[config.mk]
export PLATFORM = sky130hd
export DESIGN_NAME = bcd_to_binary_serial
export DESIGN_NICKNAME = d
export VERILOG_FILES = /design/src/rtl/bcd_pkg.sv /design/src/rtl/bcd_to_binary_serial_mul10_add.sv /design/src/rtl/bcd_to_binary_serial.sv
export SDC_FILE = /design/constraint.sdc
export NUM_CORES = 1
export LEC_CHECK = 0
export CAP_MARGIN = 10
export CORE_MARGIN = 4
export CORE_UTILIZATION = 58
export CTS_BUF_LIST = sky130_fd_sc_hd__clkbuf_16
export DETAILED_ROUTE_END_ITERATION = 8
export HOLD_SLACK_MARGIN = 0.08
export PLACE_DENSITY = 0.81
export SKIP_CTS_REPAIR_TIMING = 1
export SKIP_LAST_GASP = 1
export SLEW_MARGIN = 25
export SYNTH_ARGS = -nofsm -noshare
export SYNTH_HDL_FRONTEND = slang
export SYNTH_SLANG_ARGS = --single-unit
[constraint.sdc]
create_clock -name clk -period 3.2 [get_ports clk]
set_input_delay 0.32 -clock clk [delete_from_list [all_inputs] [get_ports clk]]
set_output_delay 0.32 -clock clk [all_outputs]
set_load 0.02 [all_outputs]
[src/rtl/bcd_pkg.sv]
// Shared types and constants for the serial BCD-to-binary converter.
// Defining BCD_DIGIT_CHECK_EN enables per-digit range checking in the top.
package bcd_pkg;

    typedef logic [3:0] bcd_digit_t;

    localparam int BCD_MAX_DIGIT = 9;

    typedef enum logic [1:0] {
        IDLE,
        CONVERT,
        DONE
    } conv_state_t;

endpackage

[src/rtl/bcd_to_binary_serial_mul10_add.sv]
// One Horner step: result = acc*10 + digit, with acc*10 built from two shifts.
// Kept standalone so the forward converter's tests can reuse it.
module mul10_add
    import bcd_pkg::*;
#(
    parameter int AccWidth = 36
) (
    input  logic [AccWidth-1:0] acc_i,
    input  bcd_digit_t          digit_i,
    output logic [AccWidth-1:0] result_o
);

    assign result_o = (acc_i << 3) + (acc_i << 1) + {{(AccWidth-4){1'b0}}, digit_i};

endmodule

[src/rtl/bcd_to_binary_serial.sv]
// Serial BCD-to-binary converter, one digit per clock, most-significant digit first.
// Optional macro BCD_DIGIT_CHECK_EN flags digits above 9 on digitError.
module bcd_to_binary_serial
    import bcd_pkg::*;
#(
    parameter int binaryNumberWidth = 32,
    parameter int numberOfDigits    = 3
) (
    input  logic                                clk,
    input  logic                                rst,
    input  logic                                load,
    input  logic [numberOfDigits-1:0][3:0]      BinaryDecimal,
    output logic [binaryNumberWidth-1:0]        binaryNumber,
    output logic                                busy,
    output logic                                done,
    output logic                                overflow,
    output logic                                digitError
);

    localparam int AccWidth  = binaryNumberWidth + 4;
    localparam int DigitBits = 4 * numberOfDigits;
    localparam int CntWidth  = (numberOfDigits > 1) ? $clog2(numberOfDigits) : 1;

    conv_state_t                    state_q, state_d;
    logic [binaryNumberWidth-1:0]   acc_q, acc_d;
    logic [DigitBits-1:0]           digits_q, digits_d;
    logic [CntWidth-1:0]            cnt_q, cnt_d;
    logic [binaryNumberWidth-1:0]   result_q, result_d;
    logic                           ovf_q, ovf_d;
    logic                           err_q, err_d;

    bcd_digit_t                     topDigit;
    logic [AccWidth-1:0]            accWide;
    logic [AccWidth-1:0]            stepAcc;
    logic                           digitBad;
    logic                           accept;

    assign topDigit = digits_q[DigitBits-1 -: 4];

    // The stored accumulator keeps only the low bits: once overflow is flagged
    // the value is carried modulo 2^binaryNumberWidth, and the upper nibble of
    // each step result is only needed to detect that overflow.
    assign accWide = {4'b0000, acc_q};

    mul10_add #(
        .AccWidth (AccWidth)
    ) u_mul10_add (
        .acc_i    (accWide),
        .digit_i  (topDigit),
        .result_o (stepAcc)
    );

`ifdef BCD_DIGIT_CHECK_EN
    assign digitBad = (topDigit > 4'(BCD_MAX_DIGIT));
`else
    assign digitBad = 1'b0;
`endif

    assign accept = load && ((state_q == IDLE) || (state_q == DONE));

    always_comb begin
        state_d  = state_q;
        acc_d    = acc_q;
        digits_d = digits_q;
        cnt_d    = cnt_q;
        result_d = result_q;
        ovf_d    = ovf_q;
        err_d    = err_q;

        case (state_q)
            IDLE, DONE: begin
                state_d = accept ? CONVERT : IDLE;
            end
            CONVERT: begin
                acc_d    = stepAcc[binaryNumberWidth-1:0];
                digits_d = digits_q << 4;
                cnt_d    = cnt_q - 1'b1;
                ovf_d    = ovf_q | (|stepAcc[AccWidth-1:binaryNumberWidth]);
                err_d    = err_q | digitBad;
                if (cnt_q == '0) begin
                    result_d = stepAcc[binaryNumberWidth-1:0];
                    state_d  = DONE;
                end
            end
            default: begin
                state_d = IDLE;
            end
        endcase

        if (accept) begin
            acc_d    = '0;
            digits_d = BinaryDecimal;
            cnt_d    = CntWidth'(numberOfDigits - 1);
            ovf_d    = 1'b0;
            err_d    = 1'b0;
        end
    end

    always_ff @(posedge clk) begin
        if (rst) begin
            state_q  <= IDLE;
            acc_q    <= '0;
            digits_q <= '0;
            cnt_q    <= '0;
            result_q <= '0;
            ovf_q    <= 1'b0;
            err_q    <= 1'b0;
        end else begin
            state_q  <= state_d;
            acc_q    <= acc_d;
            digits_q <= digits_d;
            cnt_q    <= cnt_d;
            result_q <= result_d;
            ovf_q    <= ovf_d;
            err_q    <= err_d;
        end
    end

    assign binaryNumber = result_q;
    assign busy         = (state_q == CONVERT);
    assign done         = (state_q == DONE);
    assign overflow     = ovf_q;
    assign digitError   = err_q;

endmodule

After elaboration in Yosys (flattened, before gate mapping). Index checks and enable logic that the tools add are counted.

Register bits: 81. Word-level logic and storage cells: 30. Output and inout port bits: 36.

Bitwise logic cells: 1. Equal/unequal tests: 3. Reductions and logical operators: 9. $add $sub $neg: 3. Multiplexer cells: 7.

Operators with widths (count): adder 35 x 33 -> 36 bit (1); adder 36 x 4 -> 36 bit (1); two-way mux 12 bit (2); two-way mux 2 bit (3); zero test 2 bit (2); case mux 2 bit (2 select lines) (1); OR reduction 2 bit (2); OR reduction 4 bit (1); equality test 2 x 1 -> 1 bit, second input constant (1); equality test 2 bit, second input constant (1); inequality test 2 x 1 -> 1 bit, second input constant (1); AND reduction 2 bit (1); nonzero test 2 bit (1); subtractor 2 x 1 -> 2 bit, second input constant (1); logical AND 1 bit (1); logical OR 1 bit (1); two-way mux 1 bit (1); OR 1 bit (1).

Longest topological paths before layout. Gate-level depths: netlist of run 1.

Depth after elaboration: 5. Mapped depth: 12.

Modules after synthesis. From an unflattened synthesis of run 1, not the netlist that was laid out.

Cell total of the unflattened synthesis: 690. Area, all modules: 5495.3 µm².

Modules (own cells, without submodules): bcd_to_binary_serial (sequential area each 1621.6 µm², cells each 365, area each 3074.2 µm², instances 1); mul10_add (sequential area each 0.0 µm², cells each 325, area each 2421.1 µm², instances 1).

Least setup slack after synthesis of run 1. OpenSTA, ideal clock, no wires.

Kind: flip-flop to flip-flop. Start: register acc_q[0]. End: register acc_q[29]. Buffers on the path: 0. Setup time: 135 ps. Slack: 262 ps. Cell stages (with the launch flop): 13. Required time: 3065 ps. Arrival: 2803 ps. Period minus slack after synthesis: 2938 ps. Cell sequence: dfxtp_1 inv_1 fa_1 inv_1 ha_1 a211o_1 nand4_1 a2111oi_1 or3_1 a31oi_2 o221ai_2 mux2i_1 o311ai_1.

Longest elaborated chain between the ends: 2.

Ends and longest elaborated chain: start: declaration (RTL line bcd_to_binary_serial.sv:25) `logic [binaryNumberWidth-1:0] acc_q, acc_d;`; start signal: assignment (RTL line bcd_to_binary_serial.sv:102) `acc_q <= '0;`; start signal: assignment (RTL line bcd_to_binary_serial.sv:110) `acc_q <= acc_d;`; adder 35 x 33 -> 36 bit (RTL line bcd_to_binary_serial_mul10_add.sv:13) `assign result_o = (acc_i << 3) + (acc_i << 1) + {{(AccWidth-4){1'b0}}, digit_i};`; adder 36 x 4 -> 36 bit (RTL line bcd_to_binary_serial_mul10_add.sv:13).

Every way passes these cells. A chain may end at the register's enable or synchronous reset.

Final worst setup path of run 1.
Start: register acc_q[2]. End: register acc_q[25].

The elaborated chain is that of the path after synthesis.

==> results of run 1 <==
==> power by group through the flow <==
stage / combinational [mW] / sequential (mW) / clock (mW)
floorplan: 0.135 / 1.07 / 0
global placement: 0.206 / 1.07 / 0
detailed placement: 0.213 / 1.07 / 0
CTS: 0.215 / 1.05 / 1.12
global route: 0.242 / 1.05 / 1.17
finish: 0.221 / 1.05 / 1.11
==> synthesized netlist by cell type, types with 7 or more instances <==
master | number | area [um2]
ha_1 | 64 | 801
a21oi_1 | 77 | 385
nor2_1 | 36 | 135
mux2i_1 | 7 | 70.1
dfxtp_1 | 81 | 1620
o21ai_0 | 15 | 75.1
nand2b_1 | 9 | 56.3
xnor2_1 | 15 | 131
nand3_1 | 19 | 95.1
a31oi_1 | 8 | 50.1
nand4_1 | 7 | 43.8
nand2_1 | 138 | 518
xor2_1 | 7 | 61.3
clkbuf_1 | 29 | 109
nor3_1 | 16 | 80.1
a21o_1 | 17 | 128
inv_1 | 14 | 52.6
==> logic make-up (layout without fill, tap and decap cells) <==
logic type,Yosys count,after routing,synth area share (%)
and+or+nand+nor,251,251,21.6
muxes,7,7,1.35
other,1,1,0.0725
xor gates and xnor gates,22,22,3.72
adders and majority gates,66,66,16.2
buffers and inverters,53,100,4.18
AOI/OAI and AO/OA,174,174,21.5
DFF,81,81,31.3
==> through the flow <==
step                      area (um2)  TNS [ns]
after CTS                       6100  -0.00622
after detailed placement        5780         0
final                           6180         0
after floorplan                 5170         0
after global placement          5780         0
after global routing            6180   -0.0122
==> registers in the layout (all words and copies together) (netlist names) <==
name          cells
binaryNumber     32
acc_q            32
overflow          1
cnt_q             2
digits_q         12
state_q           2
==> routing by layer <==
layer	wire, um	vias to the layer above	global-route usage, %
met5	0	-	0
met4	304	0	8.48
met3	1020	32	5.60
met2	6410	202	43.0
met1	5770	2301	34.4
li1	-	2407	-
==> worst max-delay path: stages, from the launching register on <==
cell and delay [ns]:
dfxtp_2 0.33, inv_1 0.06, fa_2 0.61, inv_2 0.06
ha_4 0.23, a211o_1 0.28, nand4_1 0.16, a2111oi_2 0.09
buf_4 0.15, or3_4 0.34, a31oi_4 0.22, buf_6 0.13
xnor2_1 0.13, nand2_1 0.09, a21oi_1 0.15
==> worst max path at each step <==
stage | from | depth (start not counted) | endpoint
after floorplan | acc_q[0] | 12 | acc_q[29]
after global placement | acc_q[2] | 13 | acc_q[29]
after detailed placement | acc_q[0] | 13 | acc_q[29]
after CTS | acc_q[0] | 14 | acc_q[25]
after global routing | acc_q[2] | 14 | acc_q[25]
final | acc_q[2] | 14 | acc_q[25]
==> layout make-up <==
type / count / area share, %
Inverter: 14 / 0.850
Sequential cell: 81 / 26.2
Multi-Input combinational cell: 521 / 55.1
Clock buffer: 9 / 3.64
Timing Repair Buffer: 70 / 10.5
Tap cell: 108 / 2.18
Clock inverter: 7 / 1.54
==> impl_metrics.toml, run 1 <==
[outcome]
status = "completed"

[global_route]
grtUsageTotal_pct = 26.2
grt_antenna_before_repair = 0
gr-total-overflow = 0
grt_pass1_wl_um = 22300
grt_max_degree = 51
grt_pass1_vias = 4824

[hold_path]
hp-class = "reg -> reg"
hold_start = "binaryNumber[20]"
holdPathEnd = "binaryNumber[20]"
whs_path_depth = 2

[layout]
seq_area_mm2 = 0.00162
layout_commonest_cell = "nand2_1"
drive_gt1_share_pct = 7.98
nets = 778
finish.utilization_pct = 70.9
diodes = 0
nFillCells = 663
multi_input_area_mm2 = 0.00341
area_growth_syn_to_layout_pct = 19.5
layout_common_cells = "nand2_1, dfxtp_1, a21oi_1"
stdcell_count = 810

[logic_synthesis]
synth-seq-cells = 81
yosys_warnings = 0
synth-edff-count = 0
async_reset_ff_share_pct = 0
avgSynthCellArea_um2 = 7.90
syn_inst = 655
yosysSeqAreaShare_pct = 31.3
syn_nets = 736
synth-main-ff-cell = "dfxtp_1"
syn_area_mm2 = 0.00517
ys_types = 57

[clock_tree]
htreeDepth = 3
clk-insertion-delay-late_ns = 0.34
cts_tree = "yes"
cts.sinks = 81
clockRootBuffer = "clkbuf_16"
clockBufferDepth = 2
cts_inserted_buffers = 9
clk_pin_slew_worst_paths_ns = 0.06

[sta]
finalCriticalPeriod_ns = 3.10
setup_violations = 0
hold_ws_ns = 0.451
fmax_mhz = 322
setup_slack_ns = 0.0991
post-route-period-util_pct = 96.9
clock_skew_ns = 0.00594
worstMarginPinSlew_ns = 0.619
drv_slew = 0
slew_headroom_pct = 58.6
hold_violations = 0

[routing]
wl_per_cell_um = 16.7
drtIter0Drc = 350
totalWireLength_um = 13500
dr.pass1.iters = 5
viasPerCell = 6.10
num_vias = 4942
drcViolationCount = 0
drtAntennaViolNets = 0

[power]
p_total_mw = 2.37
p_leak_nw = 2.69
p_seq_share_pct = 44.1
netSwitchingPower_mw = 0.581
p_clk_share_pct = 46.6
switching_share_pct = 24.5
internal_power_mw = 1.79
powerDensity_mw_per_mm2 = 384
pwr-share-comb_pct = 9.3
peakVddDrop_mv = 0.312

[placement]
dpl.cell_count = 793
port_buffers = 49
placement.setup.worst_slack_ns = 0.0202
routabilityCongestion = 0.920
hpwl_um = 9430

[floorplan]
dieWidth_um = 102
num_rows = 34
pin_count = 51
core_mm2 = 0.00872
dieHeight_um = 102
start_util_pct = 59.3
dieArea_mm2 = 0.0105

[setup_path]
start_kind = "flip-flop"
worstSetupEndpointType = "flip-flop"
reg2reg_slack_ns = 0.1
regToRegStartpoint = "acc_q[2]"
crit_type = "reg -> reg"
crit_path_max_fanout = 3
worstPathRequired_ns = 3.45
reg2reg_depth = 14
critical_path_arrival_ns = 3.35
r2r_end = "acc_q[25]"

[job]
drv_cap = 0
Note: power is estimated with default switching activity, not from simulation.
==> run 2, diff against run 1 <==
--- a/config.mk
+++ b/config.mk
@@ -13,7 +13,6 @@
 export HOLD_SLACK_MARGIN = 0.08
 export PLACE_DENSITY = 0.81
 export SKIP_CTS_REPAIR_TIMING = 1
-export SKIP_LAST_GASP = 1
 export SLEW_MARGIN = 25
 export SYNTH_ARGS = -nofsm -noshare
 export SYNTH_HDL_FRONTEND = slang
==> constraint.sdc (replaced) <==
create_clock -name clk -period 3.2 [get_ports clk]
set_input_delay 0.8 -clock clk [delete_from_list [all_inputs] [get_ports clk]]
set_output_delay 0.8 -clock clk [all_outputs]
set_load 0.02 [all_outputs]
==> impl_metrics.toml, run 2 (same netlist as run 1, synthesis figures left out) <==
[routing]
drcViolationCount = 0
viasPerCell = 5.99
wl_per_cell_um = 16.5
num_vias = 4871
dr.pass1.iters = 5
drtIter0Drc = 335
totalWireLength_um = 13400
drtAntennaViolNets = 0

[placement]
routabilityCongestion = 0.907
port_buffers = 49
hpwl_um = 9490
postPlaceCellArea_mm2 = 0.00582
placement.setup.worst_slack_ns = 0.0362
dpl.cell_count = 797

[floorplan]
pin_count = 51
dieHeight_um = 102
num_rows = 34
start_util_pct = 59.3
dieArea_mm2 = 0.0105
core_mm2 = 0.00872
dieWidth_um = 102

[global_route]
grt_pass1_vias = 4786
gr-total-overflow = 0
grt_antenna_before_repair = 0
grt_pass1_wl_um = 22400
grt_max_degree = 51
grtUsageTotal_pct = 26.4

[clock_tree]
clk_pin_slew_worst_paths_ns = 0.06
cts_inserted_buffers = 9
clk-insertion-delay-late_ns = 0.34
cts.sinks = 81
clockBufferDepth = 2
cts_tree = "yes"
htreeDepth = 3
clockRootBuffer = "clkbuf_16"

[sta]
hold_violations = 0
finalCriticalPeriod_ns = 3.14
post-route-period-util_pct = 98.2
worstMarginPinSlew_ns = 0.697
fmax_mhz = 318
drv_slew = 0
clock_skew_ns = 0.0107
setup_violations = 0
slew_headroom_pct = 53.6
setup_slack_ns = 0.0572

[outcome]
status = "completed"

[setup_path]
crit_type = "reg -> reg"
worstSetupEndpointType = "flip-flop"
start_kind = "flip-flop"
critical_path_arrival_ns = 3.41
worstPathRequired_ns = 3.46
crit_path_max_fanout = 3

[layout]
area_growth_syn_to_layout_pct = 20.8
stdcell_count = 813
final_area_mm2 = 0.00625
diodes = 0
layout_commonest_cell = "nand2_1"
nets = 781
multi_input_area_mm2 = 0.00341
nFillCells = 689
seq_area_mm2 = 0.00162
layout_common_cells = "nand2_1, dfxtp_1, a21oi_1"
drive_gt1_share_pct = 8.37
finish.utilization_pct = 71.7

[power]
peakVddDrop_mv = 0.274
p_leak_nw = 2.72
powerDensity_mw_per_mm2 = 401

[hold_path]
hp-class = "reg -> reg"

[job]
drv_cap = 0
-- run 2: worst paths after layout --
check | start | to | slack [ns] | cells after the start
setup / recovery | acc_q[0] | binaryNumber[25] | 0.06 | 14
hold / removal | binaryNumber[22] | binaryNumber[22] | 0.45 | 2
setup reg to reg | acc_q[0] | binaryNumber[25] | 0.06 | 14
hold reg to reg | binaryNumber[22] | binaryNumber[22] | 0.45 | 2
-- run 2: power by group --
part           internal (mW)  switching (mW)
registers               1.03          0.0142
clock network          0.771           0.459
logic                 0.0828           0.146
-- run 2: area by class of cell --
cell class	count	area share [%]
Clock buffer	9	3.60
Clock inverter	7	2.00
Inverter	14	0.841
Multi-Input combinational cell	521	54.5
Sequential cell	81	26.0
Tap cell	108	2.16
Timing Repair Buffer	73	10.9
-- run 2: worst max-delay path, stage by stage (launching register included) --
cell       delay [ns]
dfxtp_2          0.33
inv_2            0.04
fa_2             0.61
inv_2            0.06
ha_4             0.21
a211o_1          0.30
nand4_1          0.18
a2111oi_4        0.10
buf_4            0.15
or3_4            0.35
a31oi_4          0.19
buf_6            0.13
xnor2_2          0.12
nand2_1          0.10
a21oi_2          0.19
-- run 2: per-layer routing --
layer | track usage [%] | wire length [um] | share of wire (%)
met4 | 9.28 | 260 | 1.9
met1 | 33.9 | 5910 | 44
met3 | 4.57 | 846 | 6.3
met2 | 44.6 | 6410 | 48
met5 | 0 | 0 | 0
-- run 2: metrics by stage --
step / hold slack [ns] / power (mW) / TNS, ns
2_1_floorplan: 0.445 / 1.20 / 0
3_5_place_dp: 0.446 / 1.29 / 0
5_1_grt: 0.472 / 2.58 / -0.0808
4_1_cts: 0.456 / 2.51 / -0.0360
3_3_place_gp: 0.441 / 1.28 / 0
6_report: 0.452 / 2.51 / 0
==> run 3, diff against run 2 <==
--- a/config.mk
+++ b/config.mk
@@ -11,6 +11,7 @@
 export CTS_BUF_LIST = sky130_fd_sc_hd__clkbuf_16
 export DETAILED_ROUTE_END_ITERATION = 8
 export HOLD_SLACK_MARGIN = 0.08
+export MAX_ROUTING_LAYER = met4
 export PLACE_DENSITY = 0.81
 export SKIP_CTS_REPAIR_TIMING = 1
 export SLEW_MARGIN = 25
==> impl_metrics.toml, run 3 (same netlist as run 1, synthesis figures left out) <==
[layout]
diodes = 0
nFillCells = 710
layout_common_cells = "nand2_1, dfxtp_1, a21oi_1"
seq_area_mm2 = 0.00162
multi_input_area_mm2 = 0.00339
nets = 781
layout_commonest_cell = "nand2_1"
area_growth_syn_to_layout_pct = 19.2
stdcell_count = 813
drive_gt1_share_pct = 7.80
final_area_mm2 = 0.00617

[clock_tree]
clk_pin_slew_worst_paths_ns = 0.06
cts_tree = "yes"
cts.sinks = 81
cts_inserted_buffers = 9
clockBufferDepth = 2
clk-insertion-delay-late_ns = 0.34
htreeDepth = 3
clockRootBuffer = "clkbuf_16"

[setup_path]
crit_type = "reg -> reg"
start_kind = "flip-flop"
worstPathRequired_ns = 3.42
critical_path_arrival_ns = 3.28
reg2reg_depth = 12
regToRegStartpoint = "digits_q[11]"
r2r_end = "binaryNumber[19]"
crit_path_max_fanout = 4
reg2reg_slack_ns = 0.14
worstSetupEndpointType = "flip-flop"

[power]
pwr-share-comb_pct = 9.5
netSwitchingPower_mw = 0.613
p_total_mw = 2.34
p_leak_nw = 2.69
p_clk_share_pct = 45.8
internal_power_mw = 1.73
p_seq_share_pct = 44.6
powerDensity_mw_per_mm2 = 380
peakVddDrop_mv = 0.319
switching_share_pct = 26.2

[sta]
setup_violations = 0
clock_skew_ns = 0.0103
finalCriticalPeriod_ns = 3.06
slew_headroom_pct = 60.2
fmax_mhz = 327
hold_violations = 0
worstMarginPinSlew_ns = 0.594
drv_slew = 0
hold_ws_ns = 0.453
post-route-period-util_pct = 95.5

[placement]
routabilityCongestion = 0.953
port_buffers = 49
hpwl_um = 9430
dpl.cell_count = 796
postPlaceCellArea_mm2 = 0.00580

[floorplan]
start_util_pct = 59.3
dieWidth_um = 102
dieHeight_um = 102
pin_count = 51
dieArea_mm2 = 0.0105
core_mm2 = 0.00872
num_rows = 34

[routing]
drtIter0Drc = 257
num_vias = 4877
viasPerCell = 6.00
routed.top_layer = "met4"
dr_wl_met2_um = 6320
totalWireLength_um = 13100
wl_met1_um = 5890
wl_per_cell_um = 16.1
drcViolationCount = 0
dr_wl_met3_um = 762
drtAntennaViolNets = 0
dr.pass1.iters = 5

[hold_path]
whs_path_depth = 2
holdPathEnd = "binaryNumber[16]"
hp-class = "reg -> reg"
hold_start = "binaryNumber[16]"

[global_route]
grt_pass1_wl_um = 21900
gr-total-overflow = 0
grtUsageTotal_pct = 26.4
grt_antenna_before_repair = 0
grt_max_degree = 51
grt_pass1_vias = 4663

[job]
drv_cap = 0

[outcome]
status = "completed"
[run 3: cell count changes in the layout (fill, tap and decap cells not counted), moves of 2 or more]
cell       before  now
a21boi_0        3    1
buf_4          22   24
bufinv_16       3    1
inv_1          12   14
inv_2           2    0
inv_6           2    4
o21ai_1         4    2
[run 3: routing by layer]
| layer | vias to the layer above | track usage [%] |
|---|---|---|
| met2 | 149 | 42.4 |
| met1 | 2282 | 33.6 |
| met3 | 17 | 4.64 |
| li1 | 2429 | - |
| met5 | - | - |
| met4 | 0 | 8.98 |
[run 3: stage by stage]
stage	util, %	setup slack [ns]	setup TNS [ns]
after floorplan	-	0.262	0
after global placement	66.6	0.156	0
after detailed placement	66.6	0.0709	0
after CTS	70.1	-0.0122	-0.0122
after global routing	70.8	-0.0213	-0.0313
final	70.8	0.145	0
[run 3: worst max-delay path by stage]
stage,from,to,slack [ns]
final,digits_q[11],binaryNumber[19],0.14
after global routing,acc_q[2],overflow,-0.02
after CTS,acc_q[0],acc_q[31],-0.01
after detailed placement,acc_q[0],acc_q[29],0.07
after global placement,acc_q[0],acc_q[29],0.16
after floorplan,acc_q[0],acc_q[29],0.26
[run 3: critical path: stages, from the launching register on]
cell      delay [ns]
dfxtp_1         0.31
inv_1           0.06
fa_1            0.58
inv_1           0.08
ha_1            0.31
a211o_1         0.28
nand4_1         0.14
buf_4           0.14
a21o_1          0.14
a311o_1         0.23
o21ai_0         0.11
a21o_1          0.24
o311ai_0        0.33
[run 3: power groups by stage]
stage	Sequential, mW	Clock, mW	Combinational, mW
detailed placement	1.07	0	0.218
finish	1.05	1.07	0.223
CTS	1.05	1.09	0.221
global route	1.05	1.13	0.244
floorplan	1.07	0	0.135
global placement	1.07	0	0.213
[run 3: layout make-up]
type	instances	share of cell area (%)
inverters	14	0.852
multi-input cells	521	54.9
flip-flops and latches	81	26.3
clock buffers	9	3.65
repair buffers	73	10.8
well taps	108	2.19
clock inverters	7	1.34
